**src/rtl/piso_pkg.sv**
```systemverilog
// piso_pkg: shared state encoding and sizing helper for the piso_tx serial transmitter.
package piso_pkg;
   typedef enum logic {IDLE = 1'b0, SHIFT = 1'b1} state_t;
   function automatic int cnt_width(input int width);
      return $clog2(width);
   endfunction
endpackage

```
**src/rtl/piso_tx.sv**
```systemverilog
// piso_tx: parallel-in/serial-out transmitter, one bit per bit_en strobe with valid and done.
module piso_tx
   import piso_pkg::*;
#(
   parameter int WIDTH     = 8,
   parameter bit MSB_FIRST = 1'b1
) (
   input  logic             clk,
   input  logic             rst,
   input  logic [WIDTH-1:0] din,
   input  logic             load,
   input  logic             bit_en,
   output logic             ready,
   output logic             sout,
   output logic             sout_valid,
   output logic             done
);
   localparam int CW = cnt_width(WIDTH);
   state_t           state;
   logic [WIDTH-1:0] sreg;
   logic [CW-1:0]    cnt;
   logic             last;
   assign last = cnt == CW'(WIDTH - 1);
   always_ff @(posedge clk) begin
      if (rst) begin
         state <= IDLE;
         sreg  <= '0;
         cnt   <= '0;
         done  <= 1'b0;
      end else begin
         done <= 1'b0;
         if (state == IDLE && load) begin
            state <= SHIFT;
            sreg  <= din;
            cnt   <= '0;
         end else if (state == SHIFT && bit_en) begin
            if (last) begin
               state <= IDLE;
               done  <= 1'b1;
            end else begin
               sreg <= MSB_FIRST ? {sreg[WIDTH-2:0], 1'b0} : {1'b0, sreg[WIDTH-1:1]};
               cnt  <= cnt + 1'b1;
            end
         end
      end
   end
   // Outputs decode registered state only, so no input reaches them combinationally.
   assign ready      = state == IDLE;
   assign sout_valid = state == SHIFT;
   assign sout       = sout_valid && (MSB_FIRST ? sreg[WIDTH-1] : sreg[0]);
endmodule

```
**config.mk**
```make
export PLATFORM = sky130hd
export DESIGN_NAME = piso_tx
export DESIGN_NICKNAME = d
export VERILOG_FILES = /design/src/rtl/piso_pkg.sv /design/src/rtl/piso_tx.sv
export SDC_FILE = /design/constraint.sdc
export NUM_CORES = 1
export LEC_CHECK = 0
export ABC_AREA = 0
export CORE_MARGIN = 2
export CORE_UTILIZATION = 43
export CTS_BUF_LIST = sky130_fd_sc_hd__clkbuf_2
export DETAILED_ROUTE_END_ITERATION = 12
export HOLD_SLACK_MARGIN = 0.03
export PLACE_DENSITY_LB_ADDON = 0.12
export SYNTH_ARGS = -nofsm -noshare
export SYNTH_HDL_FRONTEND = slang
export SYNTH_SLANG_ARGS = --single-unit
```
**constraint.sdc**
```tcl
create_clock -name clk -period 1.5 [get_ports clk]
set_clock_uncertainty 0.15 [all_clocks]
set_input_delay 0.45 -clock clk [delete_from_list [all_inputs] [get_ports clk]]
set_output_delay 0.45 -clock clk [all_outputs]
set_load 0.005 [all_outputs]
```
==> metrics.txt, run 1 <==
clk_lat worst skew 0.28 ns; count leader, synth dfxtp_1; CTS max path bufs 2; final hold violations 0; first-pass GRT wire length between 2 and 2.5 mm; vias per cell about 5.3; gr usage total 0.217; crit-path max FO 5; Final ANT Viol Nets 0; Seq cells post-synth 13; capturing point of the worst reg2reg path sreg[5]$_SDFFE_PP0P_; max-slew violations 0; Netlist cell types 21; part of the power in registers 0.504; largest net degree at the start of global routing 9; Post-synth EDFFs 0; CTS hold repair buffers 0; Layout area overhead 65.2%; fin crit share 1.07; Final TNS setup -0.727 ns; hold path depth 2; vias in the first global route 518; synth top area cells dfxtp_1, a211oi_2, a21oi_1, ha_1, nand2_1; synthesized area per cell 8.91 sq um; Placement Setup Slack -0.344 ns; Worst EP arrival ~1.7 ns; worst r2r src cnt[1]$_SDFFE_PP0P_; fmax approximately 620 MHz; Psw 0.223 mW; fillers between 80 and 90; # nets final roughly 110; share of cells above drive strength 1 0.453; gr ovfl total 0; RSZ-0062 raised after global routing yes; largest stage delay on the critical path 0.36 ns; most frequent cell on the critical path ha_4; Vias around 580; Hold WC Path Type flop to flop; Synth async-reset ratio 0; worst path bufs/invs 1; width of the die 41.3 um; maxcap violations 0; placed insts 102; Worst path top cell family by delay flip-flops; H-tree levels 1; CTS Buf Count 3; worst rel slew slack 0.791; post-synth top area share 0.436; most frequent cells after synthesis dfxtp_1, a21oi_1, nand2_1; Placer Congestion 0.725; outcome finished, violations left; P_int 0.546 mW; Syn Nets between 80 and 90; Die Ht ~41 um; crit path launch type flop; Final Power 0.768 mW; R2R depth 6; final hold slack about 0.34 ns; Worst EP required 1.55 ns; Starting Density 0.459; core area around 0.0013 sq mm; reg2reg setup slack -0.10 ns; failing checks setup timing; pwr dens 779 mW/mm^2; ys flop type dfxtp_1; final number of setup-violating endpoints 11; TritonCTS clock tree done; worst setup margin -0.101 ns; cell taking the most area after synthesis dfxtp_1; Critical Path End Type flop; Residual DRC 0; FP Rows 13; drt pass-1 iters 4; Hold Crit Start sreg[7]$_SDFFE_PP0P_; CTS Sinks 13; antenna cells 0; CP max-delay cell dfxtp_2; DP HPWL 925 um; sw frac 0.290; actual slew at the worst max-slew pin around 0.31 ns; top-level I/O count 16; 1st-iter DRT viols 6; worst-path cell chain ha_4 -> ha_4 -> and3b_2 -> buf_12 -> a21oi_4 -> a211oi_2; synthesized area ~600 sq um; antenna violations before repair 0; Crit. Startpoint cnt[1]$_SDFFE_PP0P_; root buf cell clkbuf_2; critical path class flop to flop; yosys warns 0; maximum VDD drop 604 uV; post-synthesis sequential area ratio 0.436; Pleak 0.383 nW; Clock Pin Slew Worst Setup and Hold Paths approximately 0.13 ns; Post-Layout Cell Count 110; input/output buffers 15; Hold Path Sink sreg[7]$_SDFFE_PP0P_; die area 0.00170 sq mm; drt wl/cell 13.5 um; Synth Instances 67; Clk network pwr share 0.245; minimum clock period between 1.5 and 2 ns; Comb power frac 0.251; Routed WL 1.48 mm
-- routing by layer --
metal  share of wire  track usage
met1            0.41        0.242
met2            0.53        0.375
met3           0.040       0.0652
met4           0.015       0.0968
met5               0            0
-- cells by family after synthesis --
logic type	after synthesis	share of synthesized area
buffers and inverters	5	0.0482
AND/OR/NAND/NOR	27	0.208
AO/OA/AOI/OAI	16	0.197
multiplexers	2	0.0335
adder cells (fa/ha/maj)	3	0.0629
flip-flops	13	0.436
XOR/XNOR	1	0.0147
-- how the worst max path moves through the flow --
| stage | end | cells past startpoint |
|---|---|---|
| floorplan | sreg[4]$_SDFFE_PP0P_ | 6 |
| global placement | sreg[5]$_SDFFE_PP0P_ | 5 |
| detailed placement | sreg[5]$_SDFFE_PP0P_ | 5 |
| CTS | sout | 3 |
| global route | cnt[1]$_SDFFE_PP0P_ | 6 |
| finish | sreg[5]$_SDFFE_PP0P_ | 6 |
-- power by group through the flow --
stage          Clock, mW  Combinational (mW)  Sequential, mW
2_1_floorplan          0              0.0740           0.386
6_report           0.188               0.193           0.387
4_1_cts            0.195               0.175           0.385
3_3_place_gp           0               0.145           0.387
5_1_grt            0.211               0.208           0.390
3_5_place_dp           0               0.147           0.388
-- cell usage in the layout (no fill, tap or decap) --
cell type	n
a211oi_2	7
dfxtp_2	3
nand2b_1	1
nand3b_1	1
nor3_2	1
nor2_1	8
buf_4	10
and2_1	1
mux2i_1	2
a21oi_4	3
clkbuf_2	5
ha_1	1
nand2_1	9
buf_6	1
dfxtp_1	10
inv_2	1
nor3_1	3
buf_12	1
buf_16	1
ha_4	2
and3b_2	1
buf_2	2
a21oi_2	4
nand3_1	1
xnor2_2	1
a21oi_1	2
nor2b_1	1
clkdlybuf4s15_1	1
clkdlybuf4s50_1	11
-- cell type report --
type	count	area [sq um]	area share
clock buffer	4	20.0	0.0203
inverter	1	3.75	0.00381
multi-input combinational	49	410	0.416
sequential	13	264	0.268
tap	15	18.8	0.0190
timing repair buffer	28	269	0.273
-- stage by stage --
stage	utilization	area, sq um
2_1_floorplan	-	599
6_report	0.758	986
5_1_grt	0.758	986
4_1_cts	0.728	947
3_3_place_gp	0.633	823
3_5_place_dp	0.633	823
-- worst reg2reg max path: stages (launching register included) --
cell and delay, ns:
dfxtp_2 0.36, ha_4 0.16, ha_4 0.15, and3b_2 0.31, buf_12 0.14, a21oi_4 0.05, a211oi_2 0.20
-- timing repair --
| action | CTS | global route |
|---|---|---|
| gates resized for setup | 29 | 9 |
| endpoints found under the setup margin | 14 | 14 |
| buffers inserted | 2 | 1 |
| cloned | 1 | 0 |
| pin swaps | 13 | 3 |
| endpoints found under the hold margin | 0 | 0 |
-- registers in the layout (all words and copies together) (netlist names) --
name        cells
cnt             3
done            1
sout_valid      1
sreg            8
(Power assumes the default switching activity.)
==> run 2, diff against run 1 <==
- CTS_BUF_LIST: sky130_fd_sc_hd__clkbuf_2 -> sky130_fd_sc_hd__clkbuf_2 sky130_fd_sc_hd__clkbuf_4 sky130_fd_sc_hd__clkbuf_8
==> run 2 against run 1 <==
Compared with the run above: routed wire length increased by 5.2%; first-iteration DRC count is 100% higher; combinational power shrank 4%; final cell count decreased by 2.7%; the run still ends with setup timing left; setup slack better by 0.0068 ns; critical endpoint is now cnt[2]$_SDFFE_PP0P_; total power up 5.9%; utilization down 0.67 points; clock-buffer cell count unchanged.
==> metrics.txt, run 2 (synthesized netlist as in run 1, its figures left out) <==
Worst EP arrival 1.62 ns (-0.03 ns); largest net degree at the start of global routing 9 (unchanged); reg2reg setup slack -0.09 ns (about the same); Worst EP required 1.52 ns (-0.03 ns); vias in the first global route 500 (-3.5%); antenna cells 0 (unchanged); DP HPWL 925 um (unchanged); CTS Sinks 13 (unchanged); failing checks setup timing; die area 0.00170 sq mm (unchanged); Pleak 0.375 nW (-2.0%); worst rel slew slack 0.792 (about the same); Final ANT Viol Nets 0 (unchanged); Hold WC Path Type flop to flop; critical path class flop to flop; first-pass GRT wire length 2.26 mm (-1.2%); H-tree levels 1 (unchanged); Top Registers sreg: 8 flops, cnt: 3 flops; drt pass-1 iters 4 (unchanged); CTS hold repair buffers 0 (unchanged); R2R depth 6 (unchanged); final number of setup-violating endpoints 10 (-1); maximum VDD drop 717 uV (+19%); worst-path cell chain ha_4 -> ha_4 -> and3b_2 -> buf_16 -> mux2i_1 -> nor3_1; share of cells above drive strength 1 0.413 (-0.0396); fmax 627 MHz (+0.43%); top-level I/O count 16 (unchanged); # nets final 108 (-2.7%); Finished Cell Area 977 sq um (-0.89%); Placer Congestion 0.725 (unchanged); clk_lat worst skew 0.27 ns (about the same); Largest register FFs 8 (unchanged); CTS Buf Count 3 (unchanged); Vias 566 (-2.6%); width of the die 41.3 um (unchanged); pwr dens 833 mW/mm^2 (+6.9%); max-slew violations 0 (unchanged); worst setup margin -0.0946 ns (+0.00679 ns); largest stage delay on the critical path 0.34 ns (-0.02 ns); gr ovfl total 0 (unchanged); FP Rows 13 (unchanged); crit path launch type flop; maxcap violations 0 (unchanged); gr usage total 0.215 (-0.00224); crit-path max FO 5 (unchanged); minimum clock period 1.59 ns (-0.00679 ns); Hold Crit Start sout_valid$_SDFFE_PP0P_; most frequent cell on the critical path ha_4; worst r2r src cnt[0]$_SDFFE_PP0P_; Final Power 0.814 mW (+5.9%); Placement Setup Slack -0.344 ns (unchanged); Residual DRC 0 (unchanged); root buf cell clkbuf_4; placed cell area 823 sq um (unchanged); capturing point of the worst reg2reg path cnt[2]$_SDFFE_PP0P_; Hold Path Sink done$_SDFF_PP0_; Routed WL 1.56 mm (+5.2%); TritonCTS clock tree done; fin crit share 1.06 (-0.00453); hold path depth 2 (unchanged); final hold violations 0 (unchanged); RSZ-0062 raised after global routing yes; core area 0.00130 sq mm (unchanged); Layout area overhead 63.7%; outcome finished, violations left; Largest Register sreg; drt wl/cell 14.6 um (+8.1%); Starting Density 0.459 (unchanged); vias per cell 5.29 (+0.15%); CP max-delay cell dfxtp_2; 1st-iter DRT viols 12 (+6); most frequent cells in the layout clkdlybuf4s50_1, dfxtp_1, nand2_1; actual slew at the worst max-slew pin 0.313 ns (-0.000864 ns); Critical Path End Type flop; most common cell after layout, fill and taps aside clkdlybuf4s50_1; Clock Pin Slew Worst Setup and Hold Paths 0.09 ns (-0.04 ns); input/output buffers 15 (unchanged); fillers 96 (+7.9%); Die Ht 41.3 um (unchanged); antenna violations before repair 0 (unchanged); CTS max path bufs 2 (unchanged)
## run 2: changes by cell type in the layout (fill, tap and decap cells not counted), sizes merged
| cell | change |
|---|---|
| buf | -4 |
| dlygate4sd2 | +1 |
## run 2: what timing repair did
action	in CTS	in global routing
pin swaps	13	2
cloned	1	0
buffers inserted	0	0
endpoints found under the setup margin	14	12
resized for setup	23	11
## run 2: critical path: cells and delay by family, from the launching register on
kind	cells	cell delay [ns]
adder cells (fa/ha/maj)	2	0.31
multiplexers	1	0.18
buffers and inverters	1	0.15
flip-flops	1	0.34
AND/OR/NAND/NOR	2	0.37
## run 2: worst max-delay path by stage
stage	to	start	depth (start not counted)	slack, ns
4_1_cts	sreg[5]$_SDFFE_PP0P_	cnt[0]$_SDFFE_PP0P_	6	-0.10
6_report	cnt[2]$_SDFFE_PP0P_	cnt[0]$_SDFFE_PP0P_	6	-0.09
3_3_place_gp	sreg[5]$_SDFFE_PP0P_	bit_en	5	-0.31
2_1_floorplan	sreg[4]$_SDFFE_PP0P_	cnt[0]$_SDFFE_PP0P_	6	0.008
5_1_grt	cnt[2]$_SDFFE_PP0P_	cnt[0]$_SDFFE_PP0P_	6	-0.17
3_5_place_dp	sreg[5]$_SDFFE_PP0P_	bit_en	5	-0.34
## run 2: area by class of cell
| class | count | area [sq um] | share of cell area |
|---|---|---|---|
| inverters | 1 | 3.75 | 0.00384 |
| well taps | 15 | 18.8 | 0.0192 |
| flip-flops and latches | 13 | 264 | 0.270 |
| repair buffers | 25 | 253 | 0.259 |
| clock buffers | 4 | 30.0 | 0.0307 |
| multi-input cells | 49 | 408 | 0.417 |
## run 2: layer usage
layer	GRT usage	wire length (um)
met1	0.258	696
met5	0	0
met2	0.359	791
met3	0.0489	60
met4	0.0968	12
## run 2: where the power goes
| group | switching (mW) | internal [mW] |
|---|---|---|
| combinational | 0.0847 | 0.100 |
| sequential | 0.0206 | 0.368 |
| clock | 0.119 | 0.121 |
## run 2: through the flow
stage	setup TNS, ns	hold WS, ns	instances	util
detailed placement	-3.38	0.308	102	0.633
global route	-1.20	0.353	107	0.751
CTS	-0.551	0.324	107	0.731
floorplan	0	0.287	67	-
finish	-0.605	0.340	107	0.751
global placement	-3.08	0.298	102	0.633
==> RTL change 1 (flow settings as in run 2) <==
The parameter `WIDTH` goes from 8 to 10.
--- a/src/rtl/piso_tx.sv
+++ b/src/rtl/piso_tx.sv
@@ -2,7 +2,7 @@
 module piso_tx
    import piso_pkg::*;
 #(
-   parameter int WIDTH     = 8,
+   parameter int WIDTH     = 10,
    parameter bit MSB_FIRST = 1'b1
 ) (
    input  logic             clk,
Interface: changed (resized din); port bits go from 16 to 18. No check against the original RTL was run, so the function may have changed too.
==> RTL change 1 against run 2 <==
The run still ends with negative setup slack left; area after synthesis is 27% higher; critical path depth is 1 lower; setup slack worse by 0.049 ns; final area is 32% higher; non-clock buffer count is 14 higher; maximum frequency is 3.0% lower; power is 11% higher; sequential power is 21% higher; wire length is 47% higher; sequential cell count is 3 higher; global-route usage is 1.9 points higher; largest cell class unchanged.
==> RTL change 1: results (changes against run 2) <==
run status finished, violations left (unchanged); failing checks negative setup slack (unchanged); clock latency at the later pin of the worst-skew pair 0.29 ns (was 0.27 ns); net switching power 248.7 µW (was 224.5 µW); gpl congestion 0.7597 (was 0.7249); share of cells above drive strength 1 50.00% (was 41.30%); initial antenna violation count 0 (unchanged); final setup vio count 11 (was 10); HPWL after DPL 1.361 mm (was 924.6 µm); drt first pass iters 4 (unchanged); H-tree levels 1 (unchanged); pre-CTS setup slack -0.4207 ns (was -0.3437 ns); largest net degree at the start of global routing 15 (was 9); Synth warnings 0 (unchanged); 1st-iter DRT viols 16 (was 12); Buffers on Ports 17 (was 15); CTS Root Cell clkbuf_4 (unchanged); top-area cell type share of the netlist area 42.38% (was 43.61%); Slew @ Worst Pin 0.2372 ns (was 0.3126 ns); placed cell areas 0.001056 mm² (was 823.3 µm²); biggest regs sreg x10, cnt x4 (was sreg x8, cnt x3); worst stage delay on the critical path 0.48 ns (was 0.34 ns); Final Worst Setup Slack -0.1439 ns (was -0.09459 ns); wirelength, routed 2.292 mm (was 1.561 mm); worst hold path type flip-flop to flip-flop (unchanged); first-pass GRT wire length 3.353 mm (was 2.256 mm); critical path's slowest cell or4_4 (was dfxtp_2); Synth Instances 92 (was 67); crit path DAT 1.71 ns (was 1.62 ns); Reg power frac 51.9% (was 47.8%); CP max FO 4 (was 5); TNS Setup -0.7600 ns (was -0.6055 ns); vias per std cell 5.846 (was 5.290); Yosys cell types 25 (was 21); top cells by count, synth dfxtp_1 (16), nor2_1 (11), o21ai_0 (11), nand3_1 (10), a311oi_1 (9) (was dfxtp_1 (13), a21oi_1 (9), nand2_1 (9), nor2_1 (8)); crit-path leading delay family simple AND/OR/NAND/NOR gates (unchanged); CTS buffer count 3 (unchanged); diode count 0 (unchanged); Seq/Total Area, Yosys 42.38% (was 43.61%); Remaining Overflow, GRT 0 (unchanged); Combinational Power Share 22.8%; Final Non-Filler Cells 143 (was 107); Synth area leaders dfxtp_1 (42%), a311oi_1 (10%), o21ai_0 (7.3%) (was dfxtp_1 (44%), a211oi_2 (8.4%), a21oi_1 (7.5%)); vias in the first global route 776 (was 500); share of synthesized flip-flops with an asynchronous set or reset 0% (unchanged); Longest Clk Path Bufs 2 (unchanged); total power 905.9 µW (was 813.9 µW); Worst VDD drop 0.7356 mV (was 0.7175 mV); max-slew violations 0 (unchanged); Clock transition at path regs 0.09 ns (about the same); P_leak 0.0004915 µW (was 0.0003754 µW); GRT Util Overall 23.36% (was 21.48%); syn nets 108 (was 82)
==> RTL change 1: worst paths after layout <==
kind / slack, ns / endpoint / cells after the start / start
max: -0.14 / cnt[2] / 5 / cnt[1]
min: 0.36 / sreg[5] / 2 / sreg[5]
max reg2reg: -0.14 / cnt[2] / 5 / cnt[1]
min reg2reg: 0.36 / sreg[5] / 2 / sreg[5]
==> RTL change 1: timing repair <==
action / 4_1_cts / 5_1_grt
setup endpoints to repair: 16 / 17
gates resized for setup: 39 / 33
buffers inserted: 3 / 3
cloned: 0 / 1
pin swaps: 12 / 14
==> RTL change 1: metal layers <==
layer | up-vias | global-route usage (%) | share of wire (%) | wire length, µm
li1 | 409 | - | - | -
met1 | 397 | 26.75 | 43 | 996
met2 | 23 | 39.44 | 49 | 1129
met3 | 7 | 7.143 | 4.9 | 112
met4 | 0 | 10.29 | 2.4 | 54
met5 | - | 0 | 0 | 0
==> RTL change 1: cell families (layout without fill, tap and decap cells) <==
family,Yosys count,count (layout),share of synthesized area (%)
AO/OA/AOI/OAI,27,27,24.01
adder cells (fa/ha/maj),2,2,3.311
buffers and inverters,12,46,6.291
flip-flops,16,16,42.38
multiplexers,1,1,1.325
AND/OR/NAND/NOR,34,34,22.68
==> RTL change 1: area by class of cell <==
cell class	instances	area [µm²]
multi-input combinational	64	550.5
tap	17	21.27
clock buffer	3	22.52
inverter	4	15.01
fill	112	396.6
sequential	16	327.8
timing repair buffer	39	355.3
==> RTL change 1: worst reg2reg max path, stage by stage (launching register included) <==
cell      delay (ns)
dfxtp_2         0.34
inv_2           0.04
ha_4            0.15
and3b_2         0.23
or4_4           0.48
a211oi_2        0.17
==> RTL change 2 (settings of run 2) <==
Without the edit above. Reset style: asynchronous (`rst`), changed in one clocked block.
--- a/src/rtl/piso_tx.sv
+++ b/src/rtl/piso_tx.sv
@@ -21,7 +21,7 @@
    logic [CW-1:0]    cnt;
    logic             last;
    assign last = cnt == CW'(WIDTH - 1);
-   always_ff @(posedge clk) begin
+   always_ff @(posedge clk or posedge rst) begin
       if (rst) begin
          state <= IDLE;
          sreg  <= '0;
Formal check against the unedited RTL: differs if rst is asserted again (counterexample within 4 cycles, from zero or initial values and one cycle with rst high); with rst held inactive, the same outputs for 10 cycles.
==> RTL change 2 against run 2 <==
The run still ends with negative setup slack left; sequential cell count did not move; sequential share of layout area rose by 6.9 points; wire length down 15%; setup slack better by 0.044 ns; critical path depth shrank 1; final area decreased by 1.9%; hold slack got worse by 0.032 ns; area after synthesis is 2.7% higher; maximum frequency is 2.8% higher.
Power is not compared: it rests on default switching activity, and its combinational part moved more than twofold at a synthesized area within 25%.
==> RTL change 2: results (changes against run 2) <==
Fillers 94 (was 96); prevailing post-synth register cell dfrtp_1 (was dfxtp_1); post-synthesis xor/xnor area fraction 0% (was 1.468%); M1 GR Usage 23.20% (was 25.82%); mux cell area share after synthesis 0% (was 3.354%); GRT Util Overall 16.77% (was 21.48%); GR Util met3 3.913% (was 4.891%); met2 wire len 618 µm (was 791 µm); CP max FO 8 (was 5); failing checks negative setup slack (unchanged); syn nets 81 (was 82); crit path DAT 1.60 ns (was 1.62 ns); Yosys cell types 16 (was 21); Slew @ Worst Pin 0.1752 ns (was 0.3126 ns); first-pass GRT wire length 2.159 mm (was 2.256 mm); M1 WL 604 µm (was 696 µm); fmax 644.9 MHz (was 627.1 MHz); HPWL after DPL 769.8 µm (was 924.6 µm); worst stage delay on the critical path 0.40 ns (was 0.34 ns); met3 wire len 67 µm (was 60 µm); crit-path leading delay family flip-flops (was simple AND/OR/NAND/NOR gates); final setup vio count 13 (was 10); run status finished, violations left (unchanged); Synth area leaders dfrtp_1 (53%), nand2_1 (11%), a31oi_1 (7.1%) (was dfxtp_1 (44%), a211oi_2 (8.4%), a21oi_1 (7.5%)); share of cells above drive strength 1 38.95% (was 41.30%); critical path's slowest cell dfrtp_1 (was dfxtp_2); Adder-Cell Fraction of Synth Area 4.082% (was 6.289%); compound-gate portion of the synthesized area 8.776% (was 19.71%); GRT met2 Usage 21.88% (was 35.94%); largest net degree at the start of global routing 17 (was 9); Final Worst Setup Slack -0.05053 ns (was -0.09459 ns); drt first pass iters 4 (unchanged); top-area cell type share of the netlist area 53.06% (was 43.61%); Layout Nets 110 (was 108); TNS Setup -0.3587 ns (was -0.6055 ns); worst hold path type primary input to asynchronous set/reset pin (was flip-flop to flip-flop); vias in the first global route 492 (was 500); vias per std cell 4.991 (was 5.290); Hold Slack 0.3080 ns (was 0.3400 ns); gpl congestion 0.6690 (was 0.7249); pre-CTS setup slack -0.2916 ns (was -0.3437 ns); wirelength, routed 1.326 mm (was 1.561 mm)
RTL change 2: worst paths after layout:
kind                            to  cells past startpoint    start
min                         cnt[2]                      3      rst
max reg2reg                sreg[4]                      5   cnt[0]
min reg2reg                sreg[7]                      2  sreg[6]
max in group asynchronous  sreg[4]                      3      rst
max                        sreg[4]                      5   cnt[0]
min in group clk           sreg[7]                      2  sreg[6]
RTL change 2: metrics by stage:
stage | utilization [%] | cells | power [µW]
after floorplan | - | 67 | 763.7
after global placement | 62.49 | 102 | 922.0
after detailed placement | 62.49 | 102 | 934.4
after CTS | 67.71 | 108 | 1235
after global routing | 72.74 | 110 | 1496
final | 72.74 | 110 | 1386
RTL change 2: area by class of cell:
type                       count  share of cell area (%)
sequential                    13                   33.94
multi-input combinational     47                   31.33
timing repair buffer          28                   28.46
clock buffer                   4                   3.133
tap                           15                   1.958
inverter                       3                   1.175
RTL change 2: what timing repair did:
item,in CTS,in global routing
pin swaps,12,17
gates resized for setup,23,15
endpoints found under the setup margin,15,13
buffers inserted,3,2
